### src/rtl/dmem_arb_pkg.sv
// Shared types and defaults for the two-port data-memory arbiter.
package dmem_arb_pkg;

  localparam int unsigned DefaultDataW = 32;
  localparam int unsigned DefaultAddrW = 32;

  typedef enum logic [1:0] {
    StIdle,
    StServe,
    StResp
  } arb_state_e;

endpackage

### src/rtl/dmem_arb_rr.sv
// Two-way round-robin pick with its last-grant register.
module dmem_arb_rr (
  input  logic clk,
  input  logic rst_n,
  input  logic req0,
  input  logic req1,
  input  logic grant_en,
  output logic winner
);

  logic last_grant_q;

  // Under contention the port that did not win last time goes next.
  always_comb begin
    winner = 1'b0;
    if (req0 && req1) begin
      winner = ~last_grant_q;
    end else if (req1) begin
      winner = 1'b1;
    end
  end

  // Reset to 1 so that port 0 wins the first contention.
  always_ff @(posedge clk or negedge rst_n) begin
    if (!rst_n) begin
      last_grant_q <= 1'b1;
    end else if (grant_en) begin
      last_grant_q <= winner;
    end
  end

endmodule

### src/rtl/dmem_arbiter.sv
// Arbitrates a CPU port and a DMA/debug port onto one shared data memory;
// each transaction takes three cycles: grant, memory access, acknowledge.
module dmem_arbiter
  import dmem_arb_pkg::*;
#(
  parameter int unsigned DATA_W = DefaultDataW,
  parameter int unsigned ADDR_W = DefaultAddrW
) (
  input  logic              clk,
  input  logic              rst_n,
  input  logic              r0_req,
  input  logic              r0_we,
  input  logic [ADDR_W-1:0] r0_addr,
  input  logic [DATA_W-1:0] r0_wdata,
  output logic              r0_ack,
  output logic [DATA_W-1:0] r0_rdata,
  input  logic              r1_req,
  input  logic              r1_we,
  input  logic [ADDR_W-1:0] r1_addr,
  input  logic [DATA_W-1:0] r1_wdata,
  output logic              r1_ack,
  output logic [DATA_W-1:0] r1_rdata,
  output logic [ADDR_W-1:0] mem_addr,
  output logic [DATA_W-1:0] mem_wdata,
  output logic              mem_write,
  output logic              mem_read,
  input  logic [DATA_W-1:0] mem_rdata,
  output logic              owner,
  output logic              busy
);

  arb_state_e        state_q, state_d;
  logic              grant_en;
  logic              winner;
  logic              owner_q;
  logic              we_q;
  logic [ADDR_W-1:0] addr_q;
  logic [DATA_W-1:0] wdata_q;
  logic [DATA_W-1:0] r0_rdata_q;
  logic [DATA_W-1:0] r1_rdata_q;

  assign grant_en = (state_q == StIdle) && (r0_req || r1_req);

  dmem_arb_rr u_rr (
    .clk      (clk),
    .rst_n    (rst_n),
    .req0     (r0_req),
    .req1     (r1_req),
    .grant_en (grant_en),
    .winner   (winner)
  );

  always_comb begin
    state_d = state_q;
    unique case (state_q)
      StIdle:  if (r0_req || r1_req) state_d = StServe;
      StServe: state_d = StResp;
      StResp:  state_d = StIdle;
      default: state_d = StIdle;
    endcase
  end

  always_ff @(posedge clk or negedge rst_n) begin
    if (!rst_n) begin
      state_q <= StIdle;
    end else begin
      state_q <= state_d;
    end
  end

  always_ff @(posedge clk or negedge rst_n) begin
    if (!rst_n) begin
      owner_q    <= 1'b0;
      we_q       <= 1'b0;
      addr_q     <= '0;
      wdata_q    <= '0;
      r0_rdata_q <= '0;
      r1_rdata_q <= '0;
    end else begin
      if (grant_en) begin
        owner_q <= winner;
        we_q    <= winner ? r1_we    : r0_we;
        addr_q  <= winner ? r1_addr  : r0_addr;
        wdata_q <= winner ? r1_wdata : r0_wdata;
      end
      // Read data is taken at the end of the memory-access cycle.
      if (state_q == StServe && !we_q) begin
        if (owner_q) begin
          r1_rdata_q <= mem_rdata;
        end else begin
          r0_rdata_q <= mem_rdata;
        end
      end
    end
  end

  always_comb begin
    mem_write = (state_q == StServe) && we_q;
    mem_read  = (state_q == StServe) && !we_q;
    r0_ack    = (state_q == StResp) && !owner_q;
    r1_ack    = (state_q == StResp) && owner_q;
    busy      = (state_q != StIdle);
  end

  assign mem_addr  = addr_q;
  assign mem_wdata = wdata_q;
  assign owner     = owner_q;
  assign r0_rdata  = r0_rdata_q;
  assign r1_rdata  = r1_rdata_q;

endmodule

### config.mk
export PLATFORM = sky130hd
export DESIGN_NAME = dmem_arbiter
export DESIGN_NICKNAME = d
export VERILOG_FILES = /design/src/rtl/dmem_arb_pkg.sv /design/src/rtl/dmem_arb_rr.sv /design/src/rtl/dmem_arbiter.sv
export SDC_FILE = /design/constraint.sdc
export NUM_CORES = 1
export LEC_CHECK = 0
export ABC_AREA = 1
export BUFFER_PORTS_ARGS = -buffer_cell sky130_fd_sc_hd__buf_2
export CORE_MARGIN = 3
export CORE_UTILIZATION = 35
export DETAILED_ROUTE_END_ITERATION = 8
export GPL_TIMING_DRIVEN = 1
export PLACE_DENSITY = 0.71
export SETUP_SLACK_MARGIN = 0.05
export SKIP_CTS_REPAIR_TIMING = 1
export SLEW_MARGIN = 20
export SYNTH_ARGS = -nofsm -noshare
export SYNTH_HDL_FRONTEND = slang
export SYNTH_HIERARCHICAL = 1
export SYNTH_SLANG_ARGS = --single-unit
### constraint.sdc
create_clock -name clk -period 1.43 [get_ports clk]
set_input_delay 0.2145 -clock clk [delete_from_list [all_inputs] [get_ports clk]]
set_output_delay 0.2145 -clock clk [all_outputs]
set_load 0.01 [all_outputs]
* Word level (Yosys, flattened, before mapping)
Cells that the tools add are included.
Word-level totals: register bits after elaboration 133, input port bits 166, output and inout bits 134, word-level logic and storage cells 33
Operators by class: equality and inequality tests 3, mux-type cells 7, bitwise gates (word level) 2, reduce and logical (&&, ||, !) cells 13
Operators with widths (number):
- $mux 32 | 2
- $logic_and 1x1->1 | 6
- $pmux 2 s2 | 1
- $reduce_and 2->1 | 2
- $mux 1 | 3
- $eq 2x1->1 const B | 1
- $eq 2x2->1 const B | 1
- $logic_not 1->1 | 2
- $logic_not 2->1 | 1
- $mux 2 | 1
- $ne 2x1->1 const B | 1
- $not 1->1 | 2
- $reduce_bool 2->1 | 1
- $logic_or 1x1->1 | 1

* Depth between registers and ports, before layout
depth in word-level cells 3, mapped depth 8, depth with buffers taken out 6

* Cells and area by module
The synthesis kept the hierarchy.
By module, submodules not included:
- dmem_arbiter | instances 1, cells each 789, area each 6122.1 um^2, sequential area each 3303.2 um^2
- dmem_arb_rr | instances 1, cells each 7, area each 52.6 um^2, sequential area each 26.3 um^2

* Worst setup path after synthesis
Ideal clock, no wire load.
kind reg2reg, start point register u_rr.last_grant_q, end point register addr_q[18] (netlist: mem_addr[18]), library setup time 0.117 ns, data arrival time 1.254 ns, data required time 1.313 ns, path slack 0.060 ns, cell stages (with the launch flop) 9, path buffers 2, clock period less this slack 1.370 ns, cell sequence dfstp_2 nand2_1 and2_1 buf_2 buf_2 nand2_1 o21ai_0 nand2_1 nand2_1
Between the ends: longest elaborated chain between the ends 3
RTL lines:
- from (decl) | RTL line dmem_arb_rr.sv:11 | logic last_grant_q;
- from (signal assigned) | RTL line dmem_arb_rr.sv:28 | last_grant_q <= winner;
- $not 1->1 | RTL line dmem_arb_rr.sv:17 | winner = ~last_grant_q;
- $mux 1 | RTL line dmem_arb_rr.sv:16 | if (req0 && req1) begin
- net winner | RTL line dmem_arbiter.sv:34 | logic winner;
- $mux 32 | RTL line dmem_arbiter.sv:83 | addr_q <= winner ? r1_addr : r0_addr;
- to (signal assigned) | RTL line dmem_arbiter.sv:83
- to (decl) | RTL line dmem_arbiter.sv:37 | logic [ADDR_W-1:0] addr_q;
The timed path passes the listed nets, and every way through them passes these cells. A chain may end at the register's enable or synchronous reset.

* Final worst setup path
start point register owner_q (netlist: owner), end point output r1_ack
Between the ends: longest elaborated chain between the ends 1
RTL lines:
- from (decl) | RTL line dmem_arbiter.sv:35 | logic owner_q;
- from (signal assigned) | RTL line dmem_arbiter.sv:81 | owner_q <= winner;
- $logic_and 1x1->1 | RTL line dmem_arbiter.sv:101 | r1_ack = (state_q == StResp) && owner_q;
- to (decl) | RTL line dmem_arbiter.sv:21 | output logic r1_ack,
Every way passes these cells.

==> impl_metrics.json <==
{
  "crit_arrival_ns": 1.31,
  "status": "finished with violations",
  "internal-power_mw": 12.03,
  "dr.pass1.iters": 4,
  "crit_start": "owner",
  "end_kind": "output port",
  "share_clk_of_total_power": 0.215,
  "die_w_um": 138.8,
  "cts_buffers": 17,
  "synth-adder-area-share": 0,
  "r2r_end": "mem_addr[11]",
  "worstMarginPinSlew_ns": 0.4270,
  "critPathSlowestCell": "dfrtp_2",
  "cp_slowest_stage_delay_ns": 0.43,
  "seq_area_frac_synth": 0.5392,
  "gp_congestion": 0.8421,
  "die_h_um": 138.8,
  "crit_path_cell_trace": "inv_2 -> buf_6 -> nor3_2 -> buf_2",
  "antenna_found_initial": 3,
  "clock_latency_ns": 0.41,
  "whs_path_depth": 3,
  "cp_max_fo": 5,
  "dieArea_um2": 19270,
  "synth_top_area_cell": "dfrtp_1",
  "ys_types": 19,
  "vias": 6573,
  "synth_top_family_by_area": "simple AND/OR/NAND/NOR gates",
  "utilization": 0.5446,
  "drc_errors": 0,
  "path_clk_slew_ns": 0.06,
  "synth.area.top_cells": "dfrtp_1, nand2_1, nand4_1, o21ai_0, inv_1",
  "initial_core_util": 0.3646,
  "ant_nets": 0,
  "power_density_nw_per_um2": 2202,
  "combPwrFrac": 0.453,
  "finalNetCount": 1287,
  "power_frac_seq": 0.332,
  "r2r_slack_ns": -0.05,
  "timing.final.crit_share": 1.067,
  "hold_viol": 0,
  "layout_min_cycle_time_ns": 1.525,
  "total_power_mw": 20.31,
  "switching_share": 0.4074,
  "skew_ns": 0.01080,
  "grt_pass1_wl_um": 31700,
  "finalSetupViolCount": 8,
  "crit_family": "flip-flops",
  "ios": 300,
  "max-vdd-ir-drop_uv": 1007,
  "drt_iter0_markers": 347,
  "grt_pass1_vias": 6087,
  "p_leak_nw": 5.367,
  "cts_max_path_buffers": 2,
  "htree_levels": 4,
  "cts_tree": "yes",
  "io_buffers": 299,
  "rsz0062_at_grt": "yes",
  "cts_root_buf": "clkbuf_16",
  "syn_inst": 796,
  "postSynthAreaPerCell_um2": 7.757,
  "drt_wl_total_um": 22240,
  "syn_nets": 962,
  "muxShareOfSynthArea": 0,
  "place_area_um2": 8018,
  "synth-xor-area-share": 0,
  "fin_ws_ns": -0.09536,
  "maxSlewViolCount": 0,
  "path_buf_inv": 3,
  "grt_max_degree": 69,
  "synth_area_um2": 6175,
  "wl_per_cell_um": 16.41,
  "grt_overflow_total": 0,
  "coreArea_um2": 16940,
  "violations": "setup timing",
  "ys_warn_count": 6,
  "cts_sinks": 133,
  "slew-limit-headroom": 0.7143,
  "syn_to_final_growth_pct": 49.38,
  "hold_path.class": "in2reg",
  "timing.fmax_ghz": 0.6556,
  "yosys.area_share.simple": 0.3161,
  "rows": 47,
  "whs_endpoint": "r0_rdata[9]",
  "dpl.hpwl_um": 14740,
  "fin_area_um2": 9224,
  "r2r_cells": 7,
  "path_class": "reg2out",
  "p_sw_mw": 8.274,
  "start_kind": "flip-flop",
  "ys_seq_elements": 133,
  "crit_required_ns": 1.22,
  "synth_top_area_frac": 0.5350,
  "drv_cap": 0,
  "grt_usage": 0.2024,
  "drive_gt1_frac": 0.3892,
  "hold_start": "mem_rdata[9]",
  "routed_via_density": 4.851,
  "synth_compound_area_frac": 0.05410,
  "reg2reg_from": "u_rr/last_grant_q"
}
cells in the final DEF, fill, tap and decap left out, types with 12 or more instances in the layout:
cell       instances
buf_2            297
buf_4             23
buf_6             12
clkbuf_16         23
dfrtp_1          129
inv_1             67
nand2_1          376
nand4_1           64
o21ai_0           17
o21ai_1           32
o21ai_2           15
worst max-delay path by stage:
| stage | to | slack (ns) | cells past startpoint |
|---|---|---|---|
| after floorplan | mem_addr[18] | 0.06 | 8 |
| after global placement | we_q | -0.08 | 6 |
| after detailed placement | mem_addr[11] | -0.11 | 6 |
| after CTS | owner | -0.34 | 2 |
| after global routing | r1_ack | -0.16 | 4 |
| final | r1_ack | -0.1 | 4 |
power by group through the flow:
stage                     Combinational (mW)  Clock (mW)  Sequential, mW
after floorplan                         3.80           0            7.42
after CTS                               8.14        4.45            6.71
after global placement                  7.99           0            6.69
after detailed placement                8.18           0            6.69
after global routing                    10.1        4.64            6.95
final                                   9.20        4.37            6.74
state kept, by name (all words and copies together) (netlist names):
signal             cells
u_rr/last_grant_q      1
we_q                   1
r0_rdata              32
owner                  1
mem_addr              32
state_q                2
r1_rdata              32
mem_wdata             32
routing by layer:
metal,GRT usage,wire (um),up-vias
met5,0,13,-
met3,0.05862,1553,45
met4,0.07106,691,2
met1,0.2500,8640,3094
met2,0.3396,11340,272
li1,-,-,3160
cell usage after synthesis (all sizes together):
library cell	number
nand2	394
nand3	3
nor3	4
nand4	64
inv	71
o21ai	66
clkbuf	15
nor2	5
dfstp	1
buf	40
dfrtp	132
and2	1
tightest hold or removal path: stages:
cell     delay [ns]
buf_2          0.11
nand4_1        0.07
nand2_1        0.05
metrics by stage:
step / cells / setup slack (ns) / setup TNS [ns] / hold WS (ns)
floorplan: 796 / 0.05991 / 0 / -0.08109
global placement: 1294 / -0.07633 / -0.8224 / 0.1604
detailed placement: 1294 / -0.1068 / -1.553 / 0.1537
CTS: 1325 / -0.3417 / -3.114 / -0.2877
global route: 1355 / -0.1644 / -0.8522 / 0.06409
finish: 1355 / -0.09536 / -0.4304 / 0.07025
cell families after synthesis:
family	Yosys count
buf+inv	126
compound gates	66
simple gates	471
flops	133
final cells by class:
| cell class | instances | area, um^2 |
|---|---|---|
| Antenna cell | 2 | 5.005 |
| Clock buffer | 22 | 484.2 |
| Clock inverter | 9 | 101.3 |
| Fill cell | 1588 | 7712 |
| Inverter | 71 | 266.5 |
| Multi-Input combinational cell | 545 | 2544 |
| Sequential cell | 133 | 3333 |
| Tap cell | 220 | 275.3 |
| Timing Repair Buffer | 353 | 2215 |
Note: power is estimated with default switching activity, not from simulation.
